## config.mk

```make
export PLATFORM = sky130hd
export DESIGN_NAME = sar_ctrl_flat
export DESIGN_NICKNAME = d
export VERILOG_FILES = /design/src/rtl/sar_pkg.sv /design/src/rtl/sar_ctrl_if.sv /design/src/rtl/sync_2ff.sv /design/src/rtl/sar_ctrl.sv /design/src/flat_wrapper.sv
export SDC_FILE = /design/constraint.sdc
export NUM_CORES = 1
export LEC_CHECK = 0
export ABC_AREA = 1
export CORE_MARGIN = 4
export CORE_UTILIZATION = 30
export CTS_CLUSTER_DIAMETER = 100
export DETAILED_ROUTE_END_ITERATION = 7
export PLACE_DENSITY = 0.57
export SLEW_MARGIN = 20
export SYNTH_ARGS = -nofsm -noshare
export SYNTH_HDL_FRONTEND = slang
export SYNTH_SLANG_ARGS = --single-unit
```

## constraint.sdc

```tcl
create_clock -name clk -period 3.3 [get_ports clk]
set_input_delay 0.66 -clock clk [delete_from_list [all_inputs] [get_ports clk]]
set_output_delay 0.66 -clock clk [all_outputs]
set_load 0.03 [all_outputs]
```

## src/rtl/sar_pkg.sv

```systemverilog
`timescale 1ns/1ps
// Shared types and defaults for the SAR ADC controller.
package sar_pkg;
  localparam int N_BITS_DEF         = 8;
  localparam int SAMPLE_CYCLES_DEF  = 2;
  localparam int TIMEOUT_CYCLES_DEF = 16;
  localparam int MAX_BITS           = 32;

  typedef enum logic [2:0] {IDLE, SAMPLE, COMPARE, SETTLE, DONE} sar_state_t;

  // First trial code of a conversion: only the MSB set.
  function automatic logic [MAX_BITS-1:0] midscale(input int unsigned n);
    return MAX_BITS'(1) << (n - 1);
  endfunction
endpackage

```

## src/rtl/sar_ctrl_if.sv

```systemverilog
`timescale 1ns/1ps
// Controller <-> comparator/DAC/host signal bundle.
interface sar_ctrl_if
  import sar_pkg::*;
#(
  parameter int N_BITS = N_BITS_DEF
) ();
  logic              start;
  logic              comp;
  logic              valid;
  logic              sample;
  logic              cmp_en;
  logic [N_BITS-1:0] dac_code;
  logic [N_BITS-1:0] dout;
  logic              done;
  logic              busy;
  logic              meta_flag;

  modport master (
    input  start, comp, valid,
    output sample, cmp_en, dac_code, dout, done, busy, meta_flag
  );
  modport slave (
    output start, comp, valid,
    input  sample, cmp_en, dac_code, dout, done, busy, meta_flag
  );
endinterface

```

## src/rtl/sync_2ff.sv

```systemverilog
`timescale 1ns/1ps
// Generic two-flop synchronizer with asynchronous active-low reset.
module sync_2ff (
  input  logic clk,
  input  logic rst_n,
  input  logic i_d,
  output logic o_q
);
  logic r_s1, r_s2;

  always_ff @(posedge clk or negedge rst_n) begin
    if (!rst_n) begin
      r_s1 <= 1'b0;
      r_s2 <= 1'b0;
    end else begin
      r_s1 <= i_d;
      r_s2 <= r_s1;
    end
  end

  assign o_q = r_s2;
endmodule

```

## src/rtl/sar_ctrl.sv

```systemverilog
`timescale 1ns/1ps
// Successive-approximation controller: sample, MSB-first bit trials with
// per-bit comparator timeout, and a registered result with a done strobe.
module sar_ctrl
  import sar_pkg::*;
#(
  parameter int N_BITS         = N_BITS_DEF,
  parameter int SAMPLE_CYCLES  = SAMPLE_CYCLES_DEF,
  parameter int TIMEOUT_CYCLES = TIMEOUT_CYCLES_DEF
) (
  input  logic      clk,
  input  logic      rst_n,
  sar_ctrl_if.master bus
);
  localparam int IW = (N_BITS > 1) ? $clog2(N_BITS) : 1;
  localparam int SW = (SAMPLE_CYCLES > 1) ? $clog2(SAMPLE_CYCLES) : 1;
  localparam int TW = $clog2(TIMEOUT_CYCLES);

  sar_state_t        r_state, w_state_nxt;
  logic              r_sample, w_sample_nxt;
  logic              r_cmp_en, w_cmp_en_nxt;
  logic [N_BITS-1:0] r_dac, w_dac_nxt;
  logic [N_BITS-1:0] r_dout, w_dout_nxt;
  logic              r_done, w_done_nxt;
  logic              r_busy, w_busy_nxt;
  logic              r_meta, w_meta_nxt;
  logic              r_meta_st, w_meta_st_nxt;
  logic [IW-1:0]     r_bit, w_bit_nxt;
  logic [TW-1:0]     r_tcnt, w_tcnt_nxt;
  logic [SW-1:0]     r_scnt, w_scnt_nxt;
  logic              w_valid_s;
  logic              w_dec, w_d;

  sync_2ff u_valid_sync (
    .clk   (clk),
    .rst_n (rst_n),
    .i_d   (bus.valid),
    .o_q   (w_valid_s)
  );

  always_ff @(posedge clk or negedge rst_n) begin
    if (!rst_n) begin
      r_state   <= IDLE;
      r_sample  <= 1'b0;
      r_cmp_en  <= 1'b0;
      r_dac     <= '0;
      r_dout    <= '0;
      r_done    <= 1'b0;
      r_busy    <= 1'b0;
      r_meta    <= 1'b0;
      r_meta_st <= 1'b0;
      r_bit     <= '0;
      r_tcnt    <= '0;
      r_scnt    <= '0;
    end else begin
      r_state   <= w_state_nxt;
      r_sample  <= w_sample_nxt;
      r_cmp_en  <= w_cmp_en_nxt;
      r_dac     <= w_dac_nxt;
      r_dout    <= w_dout_nxt;
      r_done    <= w_done_nxt;
      r_busy    <= w_busy_nxt;
      r_meta    <= w_meta_nxt;
      r_meta_st <= w_meta_st_nxt;
      r_bit     <= w_bit_nxt;
      r_tcnt    <= w_tcnt_nxt;
      r_scnt    <= w_scnt_nxt;
    end
  end

  always_comb begin
    w_state_nxt   = r_state;
    w_sample_nxt  = r_sample;
    w_cmp_en_nxt  = r_cmp_en;
    w_dac_nxt     = r_dac;
    w_dout_nxt    = r_dout;
    w_done_nxt    = 1'b0;
    w_busy_nxt    = r_busy;
    w_meta_nxt    = r_meta;
    w_meta_st_nxt = r_meta_st;
    w_bit_nxt     = r_bit;
    w_tcnt_nxt    = r_tcnt;
    w_scnt_nxt    = r_scnt;
    w_dec         = 1'b0;
    w_d           = 1'b0;
    unique case (r_state)
      IDLE: begin
        if (bus.start) begin
          w_state_nxt   = SAMPLE;
          w_sample_nxt  = 1'b1;
          w_busy_nxt    = 1'b1;
          w_dac_nxt     = N_BITS'(midscale(N_BITS));
          w_bit_nxt     = IW'(N_BITS - 1);
          w_meta_st_nxt = 1'b0;
          w_scnt_nxt    = '0;
        end
      end
      SAMPLE: begin
        if (r_scnt == SW'(SAMPLE_CYCLES - 1)) begin
          w_state_nxt  = COMPARE;
          w_sample_nxt = 1'b0;
          w_cmp_en_nxt = 1'b1;
          w_tcnt_nxt   = '0;
        end else begin
          w_scnt_nxt = r_scnt + 1'b1;
        end
      end
      COMPARE: begin
        // A real decision outranks a timeout landing in the same cycle.
        if (w_valid_s) begin
          w_dec = 1'b1;
          w_d   = bus.comp;
        end else if (r_tcnt == TW'(TIMEOUT_CYCLES - 1)) begin
          w_dec         = 1'b1;
          w_d           = 1'b1;
          w_meta_st_nxt = 1'b1;
        end else begin
          w_tcnt_nxt = r_tcnt + 1'b1;
        end
        if (w_dec) begin
          w_dac_nxt[r_bit] = w_d;
          if (r_bit != '0) w_dac_nxt[IW'(r_bit - 1'b1)] = 1'b1;
          w_cmp_en_nxt = 1'b0;
          w_state_nxt  = SETTLE;
        end
      end
      SETTLE: begin
        // Hold off until the previous decision has drained from the synchronizer.
        if (!w_valid_s) begin
          if (r_bit == '0) begin
            w_state_nxt = DONE;
            w_dout_nxt  = r_dac;
            w_meta_nxt  = r_meta_st;
            w_done_nxt  = 1'b1;
          end else begin
            w_bit_nxt    = r_bit - 1'b1;
            w_tcnt_nxt   = '0;
            w_cmp_en_nxt = 1'b1;
            w_state_nxt  = COMPARE;
          end
        end
      end
      DONE: begin
        w_busy_nxt  = 1'b0;
        w_state_nxt = IDLE;
      end
      default: w_state_nxt = IDLE;
    endcase
  end

  assign bus.sample    = r_sample;
  assign bus.cmp_en    = r_cmp_en;
  assign bus.dac_code  = r_dac;
  assign bus.dout      = r_dout;
  assign bus.done      = r_done;
  assign bus.busy      = r_busy;
  assign bus.meta_flag = r_meta;
endmodule

```

## src/flat_wrapper.sv

```systemverilog
// flat-port wrapper written by rule: the top's interface ports become plain ports
module sar_ctrl_flat import sar_pkg::*;
#(
  parameter int N_BITS         = N_BITS_DEF,
  parameter int SAMPLE_CYCLES  = SAMPLE_CYCLES_DEF,
  parameter int TIMEOUT_CYCLES = TIMEOUT_CYCLES_DEF
)
  (clk, rst_n, bus_start, bus_comp, bus_valid, bus_sample, bus_cmp_en, bus_dac_code, bus_dout, bus_done, bus_busy, bus_meta_flag);
  sar_ctrl_if #(.N_BITS(N_BITS)) bus_i ();
  input  logic clk;
  input  logic rst_n;
  input wire logic [$bits(bus_i.start)-1:0] bus_start;
  input wire logic [$bits(bus_i.comp)-1:0] bus_comp;
  input wire logic [$bits(bus_i.valid)-1:0] bus_valid;
  output wire logic [$bits(bus_i.sample)-1:0] bus_sample;
  output wire logic [$bits(bus_i.cmp_en)-1:0] bus_cmp_en;
  output wire logic [$bits(bus_i.dac_code)-1:0] bus_dac_code;
  output wire logic [$bits(bus_i.dout)-1:0] bus_dout;
  output wire logic [$bits(bus_i.done)-1:0] bus_done;
  output wire logic [$bits(bus_i.busy)-1:0] bus_busy;
  output wire logic [$bits(bus_i.meta_flag)-1:0] bus_meta_flag;
  assign bus_i.start = bus_start;
  assign bus_i.comp = bus_comp;
  assign bus_i.valid = bus_valid;
  assign bus_sample = bus_i.sample;
  assign bus_cmp_en = bus_i.cmp_en;
  assign bus_dac_code = bus_i.dac_code;
  assign bus_dout = bus_i.dout;
  assign bus_done = bus_i.done;
  assign bus_busy = bus_i.busy;
  assign bus_meta_flag = bus_i.meta_flag;
  sar_ctrl #(.N_BITS(N_BITS), .SAMPLE_CYCLES(SAMPLE_CYCLES), .TIMEOUT_CYCLES(TIMEOUT_CYCLES)) u_core (.clk(clk), .rst_n(rst_n), .bus(bus_i));
endmodule
```

# Word-level counts from Yosys, hierarchy flattened
# Cells that the tools add are included.
dict set report op_classes {
  n_addsub 3
  multipliers 0
  div_mod_pow 0
  magnitude_cmp 4
  n_eq_ne 13
  shift 0
  n_mux 48
  bitwise 2
  n_reduce_logical 20
}
# op n
set ops {}
lappend ops {{$mux 3} 8}
lappend ops {{$mux 8} 3}
lappend ops {{$mux 1} 20}
lappend ops {{$mux 4} 5}
lappend ops {{$pmux 8 s2} 1}
lappend ops {{$pmux 3 s4} 1}
lappend ops {{$pmux 4 s3} 1}
lappend ops {{$reduce_and 4->1} 3}
lappend ops {{$ne 2x2->1 const B} 5}
lappend ops {{$reduce_and 3->1} 3}
lappend ops {{$bwmux 8} 1}
lappend ops {{$lt 3x4->1 const B} 2}
lappend ops {{$or 8x8->8} 1}
lappend ops {{$pmux 1 s2} 4}
lappend ops {{$reduce_bool 2->1} 4}
lappend ops {{$demux 1 s3} 2}
lappend ops {{$eq 3x2->1 const B} 2}
lappend ops {{$ge 3x1->1 const B} 2}
lappend ops {{$logic_not 3->1} 2}
lappend ops {{$ne 2x1->1 const B} 3}
lappend ops {{$pmux 3 s2} 1}
lappend ops {{$reduce_and 6->1} 1}
lappend ops {{$reduce_bool 3->1} 2}
lappend ops {{$reduce_and 5->1} 1}
lappend ops {{10 further kinds} 12}
dict set report word_totals {
  regBits 35
  latchBits 0
  ramBits 0
  rom_bits 0
  input_bits 5
  output_inout_bits 21
  elab_cells 104
  memories 0
}

# Longest topological paths before layout
# Gate-level depths: netlist of the first run.
dict set report depth {
  ltp_word 9
  mapped_depth 9
  ltp_nobuf 9
}

# By module
# From an unflattened synthesis of the first run, not the netlist that was laid out.
dict set report hier_totals {
  cells_unflattened 254
  hier_area_um2 1886.8
}
# module n_inst cells_each area_each_um2 seq_area_each_um2
set modules_own_cells {}
lappend modules_own_cells {sar_ctrl 1 252 1836.8 825.8}
lappend modules_own_cells {sync_2ff 1 2 50.0 50.0}

# Worst setup path before layout of the first run
# OpenSTA, ideal clock, no wires.
dict set report synth_path {
  path_kind {flip-flop to flip-flop}
  from {register u_core.r_bit[0]}
  to {register u_core.r_dout[0] (netlist: u_core.bus.dout[0])}
  setup_ns 0.118
  arrival_ns 1.337
  t_required_ns 3.182
  setup_slack_ns 1.845
  path_stages_with_launch 9
  n_path_buf 1
  period_less_slack_ns 1.455
  cell_sequence {dfrtp_1 inv_1 ha_1 nand2_4 nor2_2 nand2_2 buf_6 nand2_1 nand2_1}
}
dict set report synth_via {
  elab_chain_len 2
}
# item line_no
set synth_lines {}
lappend synth_lines {{start, declared} sar_ctrl.sv:28} ;# logic [IW-1:0] r_bit, w_bit_nxt;
lappend synth_lines {{start signal, assigned} sar_ctrl.sv:65} ;# r_bit <= w_bit_nxt;
lappend synth_lines {{$logic_not 3->1} sar_ctrl.sv:130} ;# if (r_bit == '0) begin
lappend synth_lines {{$reduce_and 3->1 (no line)} -}
lappend synth_lines {{end signal, assigned} sar_ctrl.sv:60} ;# r_dout <= w_dout_nxt;
lappend synth_lines {{end, declared} sar_ctrl.sv:23} ;# logic [N_BITS-1:0] r_dout, w_dout_nxt;
# Every way passes these cells.
# A chain may end at the register's enable or synchronous reset.

# Final worst setup path of the first run
dict set report layout_path {
  from {register u_core.r_dac[5] (netlist: u_core.bus.dac_code[5])}
  to {output port bus_dac_code[5]}
}
# item line_no
set layout_lines {}
lappend layout_lines {{start, declared} sar_ctrl.sv:22} ;# logic [N_BITS-1:0] r_dac, w_dac_nxt;
lappend layout_lines {{start signal, assigned} sar_ctrl.sv:59} ;# r_dac <= w_dac_nxt;
lappend layout_lines {{end, declared} flat_wrapper.sv:17} ;# output wire logic [$bits(bus_i.dac_code)-1:0] bus_dac_code;
# No word-level cell between the ends.

==> results.yml, run 1 <==
routing:
  drc: 0
  first_pass_iters: 4
  drtIter0Drc: 135
  postRouteAntennaNets: 0
  via_per_inst: 4.65
  wl_per_cell_um: 12.1
  totalWireLength_um: 4090
  dr_total_vias: 1576
power_and_ir_drop:
  switching_share: 0.441
  internal_power_w: 0.00109
  p_switching_w: 0.000858
  power_frac_clock: 0.207
  seq_power_share: 0.344
  comb_power_share: 0.449
  leakage_nw: 1.18
  ir_drop_uv: 266
  powerDensity_nw_per_um2: 875
layout:
  antennaDiodeCount: 0
  post-route-util: 0.392
  nets: 274
  final_cells: 339
  syn2layout_area_growth_pct: 23.3
  drive_above_1_share: 0.0899
  design_area_um2: 2230
critical_path:
  r2r-start: "u_core.r_bit[0]"
  worstPathArrival_ns: 1.42
  worstPathMaxFanout: 4
  cp_cell_sequence: "clkdlybuf4s50_1"
  crit_required_ns: 2.64
  r2r_setup_slack_ns: 1.42
  cp_top_family: "buffers and inverters"
  worstSetupStartpointType: "register"
  r2r_cells: 8
  cp.buffers_inverters: 1
  critical_path.endpoint_type: "output pin"
  path_depth: 1
  critPathMaxStageDelay_ns: 0.70
  r2r_end: "u_core.bus.dout[1]"
  path_class: "reg2out"
  cp_slowest_cell: "clkdlybuf4s50_1"
global_route:
  grt_pass1_vias: 1554
  overflow: 0
  antenna_found_initial: 0
  grt_usage: 0.122
  grt_pass1_wl_um: 7220
  grt_max_degree: 36
placement:
  dp_hpwl_um: 3020
  dp_cells: 331
  io_buffers: 25
  place_congestion: 0.854
  dpl_cell_area_um2: 2110
logic_synthesis:
  synthCells: 238
  syn_avg_cell_area_um2: 7.59
  yosysTopAreaCellShare: 0.485
  yosys_warnings: 0
  synth_area_leaders: "dfrtp_1 49%, nand2_1 18%, nand3_1 9.7%"
  synth.distinct_cells: 21
  yosysSeqAreaShare: 0.485
  ys_ff_latch: 35
  yosysTopAreaCell: "dfrtp_1"
  syn-num-nets: 246
  synth_area_um2: 1810
clock_network:
  postCtsResizedCells: 0
  path_clk_slew_ns: 0.07
  h-tree-depth: 2
  tritoncts: "done"
  cts_sinks: 35
  clkLatencyLatePin_ns: 0.29
  post-cts-setup-buffers: 0
  cts_root_buffer: "clkbuf_8"
  cts_buffers: 5
  clock_path_buffers: 2
  cts_hold_buf: 0
worst_hold_path:
  hold_path_class: "reg2reg"
  whs_path_depth: 0
  hold_end: "u_core.u_valid_sync.o_q"
  holdCritStartpoint: "u_core.u_valid_sync.r_s1"
sta:
  fin_crit_ns: 2.08
  fmax_ghz: 0.480
  clock-skew-final_ns: 0.00578
  finalSetupTns_ns: 0
  post-route-period-util: 0.631
  drv_slew: 0
  hold_violations: 0
  worst_slew_pin_slew_ns: 0.784
  setup_viol: 0
  maxSlewHeadroom: 0.477
  rsz0062_at_grt: "no"
  hold_slack_ns: 0.353
floorplanning:
  fp.dieH_um: 85.6
  die-area_um2: 7320
  die_width_um: 85.6
  initial_core_util: 0.318
  io_pins: 26
  coreArea_um2: 5680
  rows: 27
outcome:
  outcome: "completed"
flow_run:
  max_cap_violations: 0
-- routing by layer --
metal / share of wire / global-route usage / up-vias
li1: - / - / 818
met1: 0.48 / 0.171 / 711
met2: 0.45 / 0.184 / 42
met3: 0.057 / 0.0307 / 5
met4: 0.011 / 0.0374 / 0
met5: 0 / 0 / -
-- sequential cells by signal, indices dropped and copies added (netlist names), 3 cells and up --
name / flops
u_core.bus.dout: 8
u_core.r_bit: 3
u_core.r_tcnt: 4
u_core.bus.dac_code: 8
u_core.r_state: 3
-- worst max path at each step --
| stage | from | to | slack, ns |
|---|---|---|---|
| after CTS | u_core.bus.dac_code[5] | bus_dac_code[5] | 1.21 |
| after floorplan | u_core.r_bit[0] | u_core.bus.dout[0] | 1.84 |
| after global routing | u_core.bus.dac_code[5] | bus_dac_code[5] | 1.19 |
| final | u_core.bus.dac_code[5] | bus_dac_code[5] | 1.22 |
| after detailed placement | bus_comp | u_core.bus.dac_code[7] | 1.43 |
| after global placement | bus_comp | u_core.bus.dac_code[7] | 1.41 |
-- synthesized netlist by cell type --
cell and n:
a21oi_1 5, a21oi_2 2, buf_2 2, buf_6 2
dfrtp_1 35, ha_1 3, inv_1 15, inv_2 4
inv_4 1, nand2_1 88, nand2_2 3, nand2_4 1
nand3_1 35, nand4_1 2, nor2_1 20, nor2_2 3
o21ai_0 12, o21ai_1 1, o21ai_2 1, or2_1 1
xnor2_1 2
-- metrics by stage --
stage | total power, W | setup slack, ns
after detailed placement | 0.00155 | 1.43
after floorplan | 0.00129 | 1.84
after global placement | 0.00155 | 1.41
after CTS | 0.00196 | 1.21
final | 0.00195 | 1.22
after global routing | 0.00212 | 1.19
-- power by group through the flow --
stage | clock (W) | sequential, W | combinational [W]
floorplan | 0 | 0.000743 | 0.000546
global placement | 0 | 0.000681 | 0.000872
detailed placement | 0 | 0.000680 | 0.000872
CTS | 0.000413 | 0.000670 | 0.000876
global route | 0.000428 | 0.000696 | 0.000996
finish | 0.000403 | 0.000670 | 0.000874
-- layout make-up --
type                       count  area [um2]
clock buffer                   6        82.6
clock inverter                 2        35.0
fill                         589        3450
inverter                      20        77.6
multi-input combinational    179         820
sequential                    35         876
tap                           72        90.1
timing repair buffer          25         245
-- cell families (layout without fill, tap and decap cells) --
kind of cell | after synthesis | count (layout) | synth area share
buffers and inverters | 24 | 53 | 0.0610
DFF | 35 | 35 | 0.485
AOI/OAI and AO/OA | 21 | 21 | 0.0644
xor gates and xnor gates | 2 | 2 | 0.00970
and+or+nand+nor | 153 | 153 | 0.359
adders and majority gates | 3 | 3 | 0.0208
-- layout by cell type (no fill, tap or decap), drive strengths merged --
| cell | count |
|---|---|
| clkinv | 1 |
| clkdlybuf4s50 | 24 |
| nand3 | 35 |
| nand4 | 2 |
| buf | 1 |
| nand2 | 92 |
| or2 | 1 |
| nor2 | 23 |
| dfrtp | 35 |
| xnor2 | 2 |
| clkbuf | 6 |
| o21ai | 14 |
| inv | 20 |
| bufinv | 1 |
| ha | 3 |
| a21oi | 7 |
No activity file was read; power rests on OpenSTA's default activity.
==> run 2, diff against run 1 <==
Settings changed: PLACE_DENSITY 0.57 to 0.59.
Clock period 3.3 ns to 1.7 ns, I/O delays scaled along.
==> results.yml, run 2 (same netlist as run 1, synthesis figures left out) <==
sta:
  post-route-period-util: 0.972
  drv_slew: 0
  finalSetupTns_ns: 0
  maxSlewHeadroom: 0.711
  clock-skew-final_ns: 0.00713
  setup_viol: 0
  fmax_ghz: 0.605
  rsz0062_at_grt: "no"
  fin_crit_ns: 1.65
  worst_slew_pin_slew_ns: 0.433
  hold_violations: 0
routing:
  postRouteAntennaNets: 0
  first_pass_iters: 4
  drtIter0Drc: 95
  via_per_inst: 4.55
  drc: 0
  wl_per_cell_um: 11.4
  totalWireLength_um: 3950
  dr_total_vias: 1574
clock_network:
  post-cts-setup-buffers: 0
  cts_root_buffer: "clkbuf_8"
  tritoncts: "done"
  cts_hold_buf: 0
  path_clk_slew_ns: 0.08
  clkLatencyLatePin_ns: 0.29
  h-tree-depth: 2
  cts_buffers: 5
  postCtsResizedCells: 8
  clock_path_buffers: 2
  cts_sinks: 35
global_route:
  grt_pass1_vias: 1481
  grt_usage: 0.122
  overflow: 0
  antenna_found_initial: 0
  grt_pass1_wl_um: 7090
  grt_max_degree: 36
worst_hold_path:
  hold_path_class: "in2async"
power_and_ir_drop:
  ir_drop_uv: 602
  comb_power_share: 0.482
  seq_power_share: 0.350
  leakage_nw: 1.24
  powerDensity_nw_per_um2: 1600
  switching_share: 0.464
  power_frac_clock: 0.168
  internal_power_w: 0.00193
  p_switching_w: 0.00167
critical_path:
  cp_slowest_cell: "clkdlybuf4s50_1"
  path_class: "reg2out"
  crit_required_ns: 1.36
  cp_cell_sequence: "clkdlybuf4s50_1"
  worstSetupStartpointType: "register"
  critPathMaxStageDelay_ns: 0.67
  cp_top_family: "buffers and inverters"
  cp.buffers_inverters: 1
  worstPathArrival_ns: 1.31
  critical_path.endpoint_type: "output pin"
  worstPathMaxFanout: 2
floorplanning:
  io_pins: 26
  initial_core_util: 0.318
  die-area_um2: 7320
  fp.dieH_um: 85.6
  coreArea_um2: 5680
  rows: 27
  die_width_um: 85.6
layout:
  post-route-util: 0.396
  layout_common_cells: "88 x nand2_1, 35 x nand3_1, 35 x dfrtp_1"
  nets: 281
  syn2layout_area_growth_pct: 24.6
  final_common_cell: "nand2_1"
  drive_above_1_share: 0.113
  antennaDiodeCount: 0
placement:
  place_congestion: 0.924
  dp_hpwl_um: 2930
  io_buffers: 25
outcome:
  outcome: "completed"
flow_run:
  max_cap_violations: 0
==> run 2: power by group through the flow <==
stage / clock, W / sequential (W) / combinational (W)
2_1_floorplan: 0 / 0.00144 / 0.00106
3_5_place_dp: 0 / 0.00128 / 0.00180
4_1_cts: 0.000624 / 0.00126 / 0.00175
5_1_grt: 0.000669 / 0.00130 / 0.00197
6_report: 0.000603 / 0.00126 / 0.00173
3_3_place_gp: 0 / 0.00127 / 0.00178
==> run 2: layout make-up <==
class	count	area, um2
Fill cell	610	3430
Multi-Input combinational cell	179	820
Inverter	20	80.1
Sequential cell	35	876
Timing Repair Buffer	32	295
Clock inverter	3	20.0
Clock buffer	5	68.8
Tap cell	72	90.1
==> run 2: metal layers <==
metal / up-vias / track usage / share of wire
met4: 0 / 0.0446 / 0.016
met1: 719 / 0.172 / 0.52
met2: 21 / 0.178 / 0.42
li1: 827 / - / -
met3: 7 / 0.0317 / 0.044
met5: - / 0 / 0
==> run 2: worst paths after layout <==
check                                    startpoint                      end  slack [ns]  cells after the start
setup / recovery                 u_core.bus.dout[0]              bus_dout[0]        0.05                      1
hold / removal                                rst_n        u_core.bus.cmp_en        0.07                      2
setup reg to reg                    u_core.r_bit[1]   u_core.bus.dac_code[4]        0.22                     10
hold reg to reg            u_core.u_valid_sync.r_s1  u_core.u_valid_sync.o_q        0.35                      0
max in group asynchronous                     rst_n          u_core.bus.done        1.31                      2
min in group clk           u_core.u_valid_sync.r_s1  u_core.u_valid_sync.o_q        0.35                      0
==> run 2: through the flow <==
stage / setup slack (ns) / hold slack, ns / power, W / instance area [um2] / instances
floorplan: 0.245 / 0.0444 / 0.00250 / 1810 / 238
global placement: 0.158 / 0.332 / 0.00305 / 2160 / 338
finish: 0.0474 / 0.0671 / 0.00359 / 2250 / 346
CTS: 0.0354 / 0.0854 / 0.00364 / 2240 / 346
detailed placement: 0.173 / 0.336 / 0.00308 / 2160 / 338
global route: 0.00134 / 0.111 / 0.00394 / 2250 / 346
